$ cat config.mk
export PLATFORM = sky130hd
export DESIGN_NAME = pipeline_hazard_ctrl
export DESIGN_NICKNAME = d
export VERILOG_FILES = /design/src/rtl/pipeline_hazard_ctrl.sv
export SDC_FILE = /design/constraint.sdc
export NUM_CORES = 1
export LEC_CHECK = 0
export CORE_MARGIN = 2
export CORE_UTILIZATION = 44
export CTS_CLUSTER_DIAMETER = 200
export DETAILED_ROUTE_END_ITERATION = 16
export PLACE_DENSITY = 0.73
export SLEW_MARGIN = 20
export SYNTH_ARGS = -nofsm -noshare
export SYNTH_HDL_FRONTEND = slang
export SYNTH_SLANG_ARGS = --single-unit
$ cat constraint.sdc
create_clock -name clk -period 1.85 [get_ports clk]
set_input_delay 0.37 -clock clk [delete_from_list [all_inputs] [get_ports clk]]
set_output_delay 0.37 -clock clk [all_outputs]
set_load 0.02 [all_outputs]
$ cat src/rtl/pipeline_hazard_ctrl.sv
// Stall/flush controller for the 5-stage pipeline: load-use bubbles, data-memory freeze,
// ID-stage branch flushes, memory watchdog and saturating stall/flush statistics.
module pipeline_hazard_ctrl #(
  parameter int MAX_WAIT = 16,
  parameter int CNT_W    = 16
) (
  input  logic             clk,
  input  logic             reset,
  input  logic             id_ex_mem_read_i,
  input  logic [4:0]       id_ex_rt_i,
  input  logic [4:0]       if_id_rs_i,
  input  logic [4:0]       if_id_rt_i,
  input  logic             branch_taken_i,
  input  logic             mem_req_i,
  input  logic             mem_ready_i,
  output logic             pc_en_o,
  output logic             if_id_en_o,
  output logic             id_ex_en_o,
  output logic             ex_mem_en_o,
  output logic             mem_wb_en_o,
  output logic             if_id_flush_o,
  output logic             id_ex_flush_o,
  output logic             fault_o,
  output logic [1:0]       state_o,
  output logic [CNT_W-1:0] stall_cnt_o,
  output logic [CNT_W-1:0] flush_cnt_o
);
  typedef enum logic [1:0] {RUN = 2'd0, MEM_WAIT = 2'd1, FAULT = 2'd2} state_e;

  state_e           state_q, state_d;
  logic [7:0]       wait_q, wait_d;
  logic [8:0]       wait_inc;
  logic             pend_q, pend_d;
  logic [CNT_W-1:0] stall_q, stall_d, flush_q, flush_d;
  logic             load_use, mem_stall;
  logic [4:0]       adv_en, en;  // {pc, if_id, id_ex, ex_mem, mem_wb}
  logic             adv_if_fl, adv_id_fl, if_fl, id_fl;

  assign load_use  = id_ex_mem_read_i & (id_ex_rt_i != 5'd0) &
                     ((id_ex_rt_i == if_id_rs_i) | (id_ex_rt_i == if_id_rt_i));
  assign mem_stall = mem_req_i & ~mem_ready_i;
  assign wait_inc  = {1'b0, wait_q} + 9'd1;

  // Decode for a cycle where memory lets the pipeline move; a load-use stall
  // swallows the branch since the ID instruction will re-resolve it.
  always_comb begin
    adv_en    = 5'b11111;
    adv_if_fl = 1'b0;
    adv_id_fl = 1'b0;
    if (load_use) begin
      adv_en    = 5'b00111;
      adv_id_fl = 1'b1;
    end else if (branch_taken_i | pend_q) begin
      adv_if_fl = 1'b1;
    end
  end

  always_comb begin
    state_d = state_q;
    wait_d  = wait_q;
    pend_d  = pend_q;
    en      = '0;
    if_fl   = 1'b0;
    id_fl   = 1'b0;
    case (state_q)
      RUN: begin
        if (mem_stall) begin
          // The entry cycle already counts toward the watchdog limit.
          state_d = (MAX_WAIT == 1) ? FAULT : MEM_WAIT;
          wait_d  = 8'd1;
          pend_d  = pend_q | branch_taken_i;
        end else begin
          en    = adv_en;
          if_fl = adv_if_fl;
          id_fl = adv_id_fl;
          if (adv_if_fl) pend_d = 1'b0;
        end
      end
      MEM_WAIT: begin
        if (!mem_ready_i) begin
          pend_d = pend_q | branch_taken_i;
          wait_d = wait_inc[7:0];
          if (wait_inc == 9'(MAX_WAIT)) state_d = FAULT;
        end else begin
          en      = adv_en;
          if_fl   = adv_if_fl;
          id_fl   = adv_id_fl;
          state_d = RUN;
          wait_d  = '0;
          if (adv_if_fl) pend_d = 1'b0;
        end
      end
      default: ;
    endcase
  end

  always_comb begin
    stall_d = stall_q;
    flush_d = flush_q;
    if (!en[4] && state_q != FAULT && stall_q != '1) stall_d = stall_q + CNT_W'(1);
    if ((if_fl | id_fl) && flush_q != '1)            flush_d = flush_q + CNT_W'(1);
  end

  always_ff @(negedge clk or negedge reset) begin
    if (!reset) begin
      state_q <= RUN;
      wait_q  <= '0;
      pend_q  <= 1'b0;
      stall_q <= '0;
      flush_q <= '0;
    end else begin
      state_q <= state_d;
      wait_q  <= wait_d;
      pend_q  <= pend_d;
      stall_q <= stall_d;
      flush_q <= flush_d;
    end
  end

  assign {pc_en_o, if_id_en_o, id_ex_en_o, ex_mem_en_o, mem_wb_en_o} = en;
  assign if_id_flush_o = if_fl;
  assign id_ex_flush_o = id_fl;
  assign fault_o       = (state_q == FAULT);
  assign state_o       = state_q;
  assign stall_cnt_o   = stall_q;
  assign flush_cnt_o   = flush_q;
endmodule
==> flow_metrics.tcl, run 1 <==
set metrics [dict create \
    status "finished, violations left" \
    violations "negative setup slack" \
    cts_made_buffers 5 \
    r2r_slack_ns -0.42 \
    via_count 2647 \
    arrival_ns 2.07 \
    clock_latency_ns 0.31 \
    place_ws_ns -1.67 \
    synth_most_common_cell "dfrtn_1" \
    clock-sinks 43 \
    fill_cells 247 \
    grt_use_total_pct 25.2 \
    synth_top_area_share_pct 45.0 \
    synth-seq-cells 43 \
    p_total_mw 2.90 \
    netlist_top_cells_count "dfrtn_1, nand2_1, xor2_1" \
    ir_worst_vdd_mv 0.873 \
    syn_inst 239 \
    cp_cell_sequence "buf_8 -> or4_4 -> o21a_1 -> buf_6 -> o32ai_4 -> a211o_4 -> buf_6 -> nor2_1 -> xor2_1" \
    die_area_sq_mm 0.00604 \
    crit_fanout 5 \
    numPortBuffers 62 \
    setup_tns_ns -46.05 \
    finalHoldViolations 0 \
    grt-ovfl-total 0 \
    setup_viol 80 \
    antenna_found_initial 0 \
    synth_area_sq_mm 0.00239 \
    rsz0062_at_grt "true" \
    final_antenna_net_count 0 \
    ys.flop_type "dfrtn_1" \
    crit_type "in -> reg" \
    nets 436 \
    drcViolationCount 0 \
    drt-pass1-iter-count 4 \
    fp.dieW_um 77.7 \
    avgSynthCellArea_sq_um 10.0 \
    worst_clock_skew_ns 0.00626 \
    worst_slack_ns -1.01 \
    leakagePower_nw 2.22 \
    grt_start_max_net_pins 21 \
    cp_slowest_cell "or4_4" \
    gp_congestion 0.811 \
    synth.area.top_cells "dfrtn_1, xor2_1, xnor2_1, nand2_1, nand3_1" \
    clockBufferDepth 2 \
    yosysTopAreaCell "dfrtn_1" \
    max_cap_violations 0 \
    startpoint "id_ex_rt_i[2]" \
    dr.first_iter.drc_count 129 \
    tritoncts "done" \
    start_util_pct 46.2 \
    h-tree-depth 2 \
    max_stage_delay_ns 0.53 \
    cpMostUsedCell "buf_6" \
    power-per-cell-area_mw_per_mm2 643 \
    r2r_end "flush_cnt_o[13]" \
    reg2reg_depth 9 \
    startpoint_type "input port" \
    fp-row-count 26 \
    drt-total-wl_um 9120 \
    viasPerCell 5.49 \
    grt_pass1_wl_um 12000 \
    syn2layout_area_growth_pct 88.7 \
    hold_path_class "reg -> reg" \
    antennaDiodeCount 0 \
    layout-drive-gt1-share_pct 58.5 \
    cp-end-kind "flop" \
    clkTransAtPathRegs_ns 0.06 \
    drv_slew 0 \
    core_sq_mm 0.00517 \
    root_buffer "clkbuf_8" \
    yosysWarnings 0 \
    cp_data_required_time_ns 1.06 \
    place_hpwl_um 4430 \
    synth_edf_count 0 \
    ctsHoldBuffers 0 \
    synthesis.nets 263 \
    tightest_slew_ns 0.679 \
    die_h_um 77.7 \
    ys_seq_area_share_pct 45.0 \
    rr_startpoint "flush_cnt_o[9]" \
    synthArstFlopShare_pct 100 \
    relSlewSlack_pct 54.6 \
    ys_types 43 \
    routedWlPerCell_um 18.9 \
    endpoint "flush_cnt_o[2]" \
    ioPinCount 63 \
    grt_pass1_vias 2487 \
]
==> registers in the layout, summed over array words and instances, names as in the netlist <==
name and count:
flush_cnt_o 16, stall_cnt_o 16, wait_q 8, state_o 2, pend_q 1
==> kinds of logic (layout without fill, tap and decap cells) <==
kind of cell / Yosys count / in the layout / synth area share, %
AOI/OAI and AO/OA: 34 / 35 / 10.3
xor gates and xnor gates: 40 / 40 / 14.7
adders and majority gates: 3 / 3 / 1.57
buffers and inverters: 19 / 191 / 4.61
DFF: 43 / 43 / 45.0
muxes: 3 / 3 / 1.36
and+or+nand+nor: 97 / 97 / 22.5
==> per-layer routing <==
layer / vias to the layer above / part of all wire, % / global-route usage [%]
met5: - / 0 / 0
met4: 0 / 4.4 / 9.64
met3: 35 / 5.2 / 4.65
met2: 125 / 51 / 41.0
met1: 1288 / 39 / 33.2
li1: 1199 / - / -
==> area by class of cell <==
cell class                      count  area (sq um)  share of cell area [%]
Clock inverter                      2          37.5                   0.832
Multi-Input combinational cell    178          1610                    35.7
Clock buffer                        5          68.8                    1.53
Timing Repair Buffer              173          1560                    34.5
Sequential cell                    43          1080                    23.9
Inverter                           11          72.6                    1.61
Tap cell                           70          87.6                    1.94
==> worst max-delay path: cells and delay by family <==
| kind | cells | cell delay, ns |
|---|---|---|
| xor gates and xnor gates | 1 | 0.16 |
| AOI/OAI and AO/OA | 3 | 0.55 |
| buffers and inverters | 3 | 0.37 |
| and+or+nand+nor | 2 | 0.61 |
==> cell usage in the layout, fill, tap and decap left out, types with 4 or more instances in the layout <==
cell type	instances
nand2_1	16
nand4_1	9
nand3_4	5
nand2_4	4
a21oi_1	4
xnor2_1	12
nand3_1	10
clkbuf_8	5
clkbuf_2	5
o21ai_0	4
nor3_4	5
buf_8	5
xor2_1	20
xnor2_2	7
o21ai_1	7
inv_1	7
nor2_1	8
nor3_2	4
buf_6	57
buf_4	91
buf_2	9
nor4_4	4
dfrtn_1	43
and3_1	6
==> metrics by stage <==
stage | utilization (%) | area (sq um) | hold WS [ns] | instances
final | 87.2 | 4510 | 0.481 | 482
after global routing | 87.2 | 4510 | 0.497 | 482
after CTS | 80.9 | 4180 | 0.454 | 466
after detailed placement | 71.5 | 3700 | 0.443 | 430
after global placement | 71.5 | 3700 | 0.423 | 430
after floorplan | - | 2560 | 0.405 | 239
==> repair_timing <==
action / 4_1_cts / 5_1_grt
resized for setup: 338 / 49
cloned: 1 / 0
pin swaps: 37 / 37
endpoints found under the setup margin: 85 / 83
setup buffers: 30 / 17
==> how the worst min path moves through the flow <==
stage | startpoint | end | slack, ns | cells past startpoint
global route | wait_q[2] | wait_q[2] | 0.50 | 1
detailed placement | wait_q[2] | wait_q[2] | 0.44 | 1
global placement | wait_q[2] | wait_q[2] | 0.42 | 1
CTS | wait_q[2] | wait_q[2] | 0.45 | 1
finish | wait_q[7] | wait_q[7] | 0.48 | 2
floorplan | wait_q[2] | wait_q[2] | 0.41 | 1
==> where the power goes <==
| group | switching [mW] | internal, mW | leakage (nW) |
|---|---|---|---|
| registers | 0.0746 | 1.03 | 0.555 |
| logic | 0.494 | 0.544 | 1.61 |
| clock network | 0.357 | 0.395 | 0.0502 |
No activity file was read; power rests on OpenSTA's default activity.
==> run 2, diff against run 1 <==
--- a/config.mk
+++ b/config.mk
@@ -6,10 +6,10 @@
 export NUM_CORES = 1
 export LEC_CHECK = 0
 export CORE_MARGIN = 2
-export CORE_UTILIZATION = 44
+export CORE_UTILIZATION = 48
 export CTS_CLUSTER_DIAMETER = 200
 export DETAILED_ROUTE_END_ITERATION = 16
-export PLACE_DENSITY = 0.73
+export PLACE_DENSITY = 0.76
 export SLEW_MARGIN = 20
 export SYNTH_ARGS = -nofsm -noshare
 export SYNTH_HDL_FRONTEND = slang
==> constraint.sdc (replaced) <==
create_clock -name clk -period 3.45 [get_ports clk]
set_input_delay 0.69 -clock clk [delete_from_list [all_inputs] [get_ports clk]]
set_output_delay 0.69 -clock clk [all_outputs]
set_load 0.02 [all_outputs]
==> run 2 against run 1 <==
Against the previous run: the flow still finishes with violations (negative setup slack); via count shrank 6.8%; register-to-register slack improved by 1.3 ns; worst hold slack worse by 0.061 ns; global-route usage grew 3.1 points; non-clock buffer count decreased by 42; worst setup slack gained 0.58 ns; largest power group unchanged; flip-flop and latch count did not move; total power decreased by 51%; final cell count fell by 8.9%; clock power fell by 43%.
==> flow_metrics.tcl, run 2 (synthesis results as in run 1) <==
set metrics [dict create \
    tightest_slew_ns 0.742 \
    rr_startpoint "flush_cnt_o[4]" \
    r2r_end "flush_cnt_o[6]" \
    gp_congestion 0.819 \
    grt_pass1_vias 2451 \
    antennaDiodeCount 0 \
    syn2layout_area_growth_pct 69.4 \
    postPlaceCellArea_sq_mm 0.00350 \
    grt-ovfl-total 0 \
    grt_use_total_pct 28.3 \
    finalHoldViolations 0 \
    power-per-cell-area_mw_per_mm2 352 \
    p_sw_mw 0.435 \
    clkTransAtPathRegs_ns 0.06 \
    numPortBuffers 62 \
    tritoncts "done" \
    core_sq_mm 0.00475 \
    crit_fanout 5 \
    hold_path_depth 1 \
    place_hpwl_um 4530 \
    min_from "stall_cnt_o[10]" \
    hold_path_class "reg -> reg" \
    die_area_sq_mm 0.00556 \
    clock-sinks 43 \
    fin_util_pct 85.1 \
    clock_latency_ns 0.30 \
    whs_ns 0.421 \
    layout-drive-gt1-share_pct 51.3 \
    arrival_ns 2.30 \
    grt_start_max_net_pins 44 \
    relSlewSlack_pct 50.4 \
    nets 395 \
    drt-total-wl_um 7980 \
    die_h_um 74.6 \
    status "finished, violations left" \
    reg2reg_depth 9 \
    grt_pass1_wl_um 11900 \
    final_common_cell "buf_4" \
    stdcell_area_sq_mm 0.00405 \
    worst_slack_ns -0.431 \
    routedWlPerCell_um 18.2 \
    r2r_slack_ns 0.90 \
    violations "negative setup slack" \
    place_ws_ns -1.05 \
    switching_share_pct 30.6 \
    worst_hold_path.endpoint "stall_cnt_o[10]" \
    antenna_found_initial 0 \
    p_int_mw 0.989 \
    leakagePower_nw 2.01 \
    dr.first_iter.drc_count 182 \
    setup_tns_ns -13.89 \
    cp-end-kind "flop" \
    drv_slew 0 \
    start_util_pct 50.3 \
    cts_made_buffers 5 \
    ir_worst_vdd_mv 0.467 \
    via_count 2467 \
    comb_power_share_pct 29.2 \
    pwr-share-seq_pct 40.6 \
    drt-pass1-iter-count 5 \
    startpoint_type "input port" \
    crit_type "in -> reg" \
    setup_viol 42 \
    worst_clock_skew_ns 0.0102 \
    root_buffer "clkbuf_8" \
    ioPinCount 63 \
    h-tree-depth 2 \
    ctsHoldBuffers 0 \
    fp-row-count 25 \
    rsz0062_at_grt "true" \
    drcViolationCount 0 \
    fp.dieW_um 74.6 \
    viasPerCell 5.62 \
    cp_data_required_time_ns 1.87 \
    clock_power_share_pct 30.2 \
    final_antenna_net_count 0 \
    layout_common_cells "buf_4, dfrtn_1, buf_6, clkbuf_2" \
    max_cap_violations 0 \
    clockBufferDepth 2 \
]
## run 2: worst max-delay path, cell delays in order
cell     delay (ns)
buf_6          0.10
buf_6          0.12
xor2_2         0.18
nor2_2         0.14
a22oi_2        0.12
buf_4          0.17
a211o_4        0.38
buf_12         0.15
nor3_4         0.15
xnor2_1        0.11
## run 2: layout make-up
type | instances | area, sq um
clock inverters | 2 | 38.8
clock buffers | 6 | 82.6
multi-input cells | 179 | 1600
fillers | 235 | 707
well taps | 67 | 83.8
repair buffers | 131 | 1110
flip-flops and latches | 43 | 1080
inverters | 11 | 51.3
## run 2: how the worst max path moves through the flow
stage,slack [ns],to,startpoint
after global routing,-0.46,flush_cnt_o[9],id_ex_rt_i[1]
after floorplan,-0.55,flush_cnt_o[1],id_ex_rt_i[1]
final,-0.43,flush_cnt_o[9],id_ex_rt_i[1]
after global placement,-1.02,flush_cnt_o[1],id_ex_rt_i[2]
after detailed placement,-1.05,flush_cnt_o[1],id_ex_rt_i[2]
after CTS,-0.43,id_ex_flush_o,state_o[0]
## run 2: routing by layer
layer | vias up | part of all wire, % | global-route usage (%)
met5 | - | 0 | 0
met4 | 0 | 5.3 | 12.5
met3 | 41 | 6.0 | 5.83
met2 | 111 | 52 | 50.0
met1 | 1202 | 37 | 33.1
li1 | 1113 | - | -
## run 2: power groups by stage
stage / Clock [mW] / Sequential [mW] / Combinational, mW
finish: 0.430 / 0.579 / 0.416
global route: 0.453 / 0.583 / 0.442
CTS: 0.427 / 0.578 / 0.399
detailed placement: 0 / 0.586 / 0.409
global placement: 0 / 0.587 / 0.403
floorplan: 0 / 0.662 / 0.114
## run 2: repair_timing
| action | CTS | global route |
|---|---|---|
| gates resized for setup | 234 | 57 |
| pin swaps | 38 | 31 |
| endpoints found under the setup margin | 81 | 65 |
| buffers inserted | 18 | 4 |
| gates cloned | 2 | 0 |
## run 2: stage by stage
stage	power, mW	std cells
after global routing	1.48	439
after floorplan	0.776	239
after global placement	0.990	410
final	1.42	439
after CTS	1.40	437
after detailed placement	0.995	410
==> run 3, diff against run 2 <==
--- a/config.mk
+++ b/config.mk
@@ -10,7 +10,7 @@
 export CTS_CLUSTER_DIAMETER = 200
 export DETAILED_ROUTE_END_ITERATION = 16
 export PLACE_DENSITY = 0.76
-export SLEW_MARGIN = 20
 export SYNTH_ARGS = -nofsm -noshare
 export SYNTH_HDL_FRONTEND = slang
 export SYNTH_SLANG_ARGS = --single-unit
+export TNS_END_PERCENT = 1
==> run 3 against run 2 <==
Against the previous run: the flow still finishes with violations (negative setup slack); flip-flop and latch count stayed put; via count is 7.5% lower; die area stayed put; clock skew is 0.0039 ns lower; core utilization is 7.6 points lower; design area is 8.9% lower; largest cell class unchanged.
==> flow_metrics.tcl, run 3 (synthesis results as in run 1) <==
set metrics [dict create \
    r2r_end "flush_cnt_o[5]" \
    routedWlPerCell_um 14.9 \
    startpoint "id_ex_rt_i[2]" \
    root_buffer "clkbuf_8" \
    nets 385 \
    rr_startpoint "flush_cnt_o[4]" \
    fin_cells 429 \
    max_stage_delay_ns 0.40 \
    final_common_cell "buf_4" \
    fin_util_pct 77.6 \
    startpoint_type "input port" \
    layout-drive-gt1-share_pct 40.9 \
    antennaDiodeCount 0 \
    met1_length_um 2620 \
    dr.first_iter.drc_count 124 \
    hold_path_class "reg -> reg" \
    die_h_um 74.6 \
    violations "negative setup slack" \
    grt-ovfl-total 0 \
    cts_made_buffers 5 \
    drt-total-wl_um 6370 \
    reg2reg_depth 9 \
    endpoint "flush_cnt_o[9]" \
    grt_pass1_wl_um 10500 \
    status "finished, violations left" \
    fp.dieW_um 74.6 \
    crit_fanout 5 \
    clockBufferDepth 2 \
    gp_congestion 0.831 \
    clock_latency_ns 0.30 \
    comb_power_share_pct 27.4 \
    top_layer "met4" \
    p_sw_mw 0.388 \
    cp_slowest_cell "a211o_4" \
    die_area_sq_mm 0.00556 \
    place_ws_ns -1.18 \
    clock-sinks 43 \
    grt_pass1_vias 2292 \
    arrival_ns 2.29 \
    clkTransAtPathRegs_ns 0.06 \
    stdcell_area_sq_mm 0.00369 \
    fp-row-count 25 \
    rsz0062_at_grt "true" \
    switching_share_pct 29.9 \
    fill_cells 317 \
    setup_tns_ns -12.98 \
    place_hpwl_um 4100 \
    worst_clock_skew_ns 0.00634 \
    crit_family "compound AO/OA/AOI/OAI gates" \
    cpMostUsedCell "buf_6" \
    finalHoldViolations 0 \
    layout_common_cells "buf_4, dfrtn_1, clkbuf_2, nand2_1" \
    cp_num_buf_inv 4 \
    via_count 2281 \
    final_antenna_net_count 0 \
    grt_use_total_pct 25.0 \
    h-tree-depth 2 \
    max_cap_violations 0 \
    wl_met3_um 269 \
    cp-end-kind "flop" \
    p_int_mw 0.910 \
    relSlewSlack_pct 49.8 \
    numPortBuffers 62 \
    worst_slack_ns -0.420 \
    leakagePower_nw 1.87 \
    tritoncts "done" \
    drcViolationCount 0 \
    postPlaceCellArea_sq_mm 0.00340 \
    setup_viol 45 \
    cp_cell_sequence "buf_8 -> buf_6 -> xor2_2 -> nor3_2 -> a22oi_2 -> a211o_4 -> buf_12 -> buf_6 -> nor3_4 -> xnor2_1" \
    tightest_slew_ns 0.753 \
    drt-pass1-iter-count 4 \
    core_sq_mm 0.00475 \
    grt_start_max_net_pins 44 \
    p_total_mw 1.30 \
    drv_slew 0 \
    clock_power_share_pct 27.0 \
    viasPerCell 5.32 \
    routed-wl-met2_um 3370 \
    crit_type "in -> reg" \
    ctsHoldBuffers 0 \
    dp_cells 407 \
    ir_worst_vdd_mv 0.355 \
    pwr-share-seq_pct 45.6 \
    start_util_pct 50.3 \
    ioPinCount 63 \
    antenna_found_initial 0 \
    r2r_slack_ns 0.94 \
    cp_num_cells 10 \
    whs_ns 0.457 \
    cp_data_required_time_ns 1.87 \
    power-per-cell-area_mw_per_mm2 352 \
    syn2layout_area_growth_pct 54.3 \
]
-- run 3: cell count changes in the layout (fill, tap and decap cells not counted), moves of 5 or more --
| cell | change |
|---|---|
| nor2_1 | +6 |
| dlygate4sd2_1 | +5 |
| buf_4 | +5 |
| buf_2 | -5 |
| xnor2_2 | -6 |
| xnor2_1 | +6 |
| nand3_1 | +5 |
| buf_6 | -16 |
-- run 3: area by class of cell --
cell class / count / area, sq um / area share [%]
timing repair buffer: 121 / 966 / 26.2
inverter: 11 / 41.3 / 1.12
clock buffer: 8 / 100 / 2.71
multi-input combinational: 179 / 1420 / 38.5
tap: 67 / 83.8 / 2.27
sequential: 43 / 1080 / 29.2
-- run 3: power groups by stage --
stage | sequential (mW) | clock, mW | combinational, mW
floorplan | 0.662 | 0 | 0.103
global placement | 0.598 | 0 | 0.364
detailed placement | 0.597 | 0 | 0.369
CTS | 0.591 | 0.354 | 0.365
global route | 0.597 | 0.374 | 0.383
finish | 0.592 | 0.350 | 0.356
-- run 3: layer usage --
metal | track usage, % | vias to the layer above
met4 | 9.52 | 0
met3 | 4.34 | 10
met2 | 43.8 | 68
li1 | - | 1096
met5 | 0 | -
met1 | 30.8 | 1107
-- run 3: what timing repair did --
item,in CTS,in global routing
gates resized for setup,179,54
endpoints found under the setup margin,81,73
pin swaps,37,25
cloned,2,0
buffers inserted,12,0
-- run 3: worst min-delay path by stage --
stage          startpoint         to  slack (ns)  cells after the start
2_1_floorplan   wait_q[2]  wait_q[2]        0.42                      1
3_3_place_gp    wait_q[2]  wait_q[2]        0.44                      1
3_5_place_dp    wait_q[2]  wait_q[2]        0.46                      1
4_1_cts         wait_q[2]  wait_q[2]        0.46                      1
5_1_grt         wait_q[7]  wait_q[7]        0.52                      2
6_report        wait_q[2]  wait_q[2]        0.46                      1
-- run 3: worst register-to-register path: cells and delay by family (launching register included) --
kind | cells | cell delay [ns]
buf+inv | 3 | 0.35
xor+xnor | 1 | 0.18
flops | 1 | 0.41
simple gates | 3 | 0.83
compound gates | 2 | 0.59
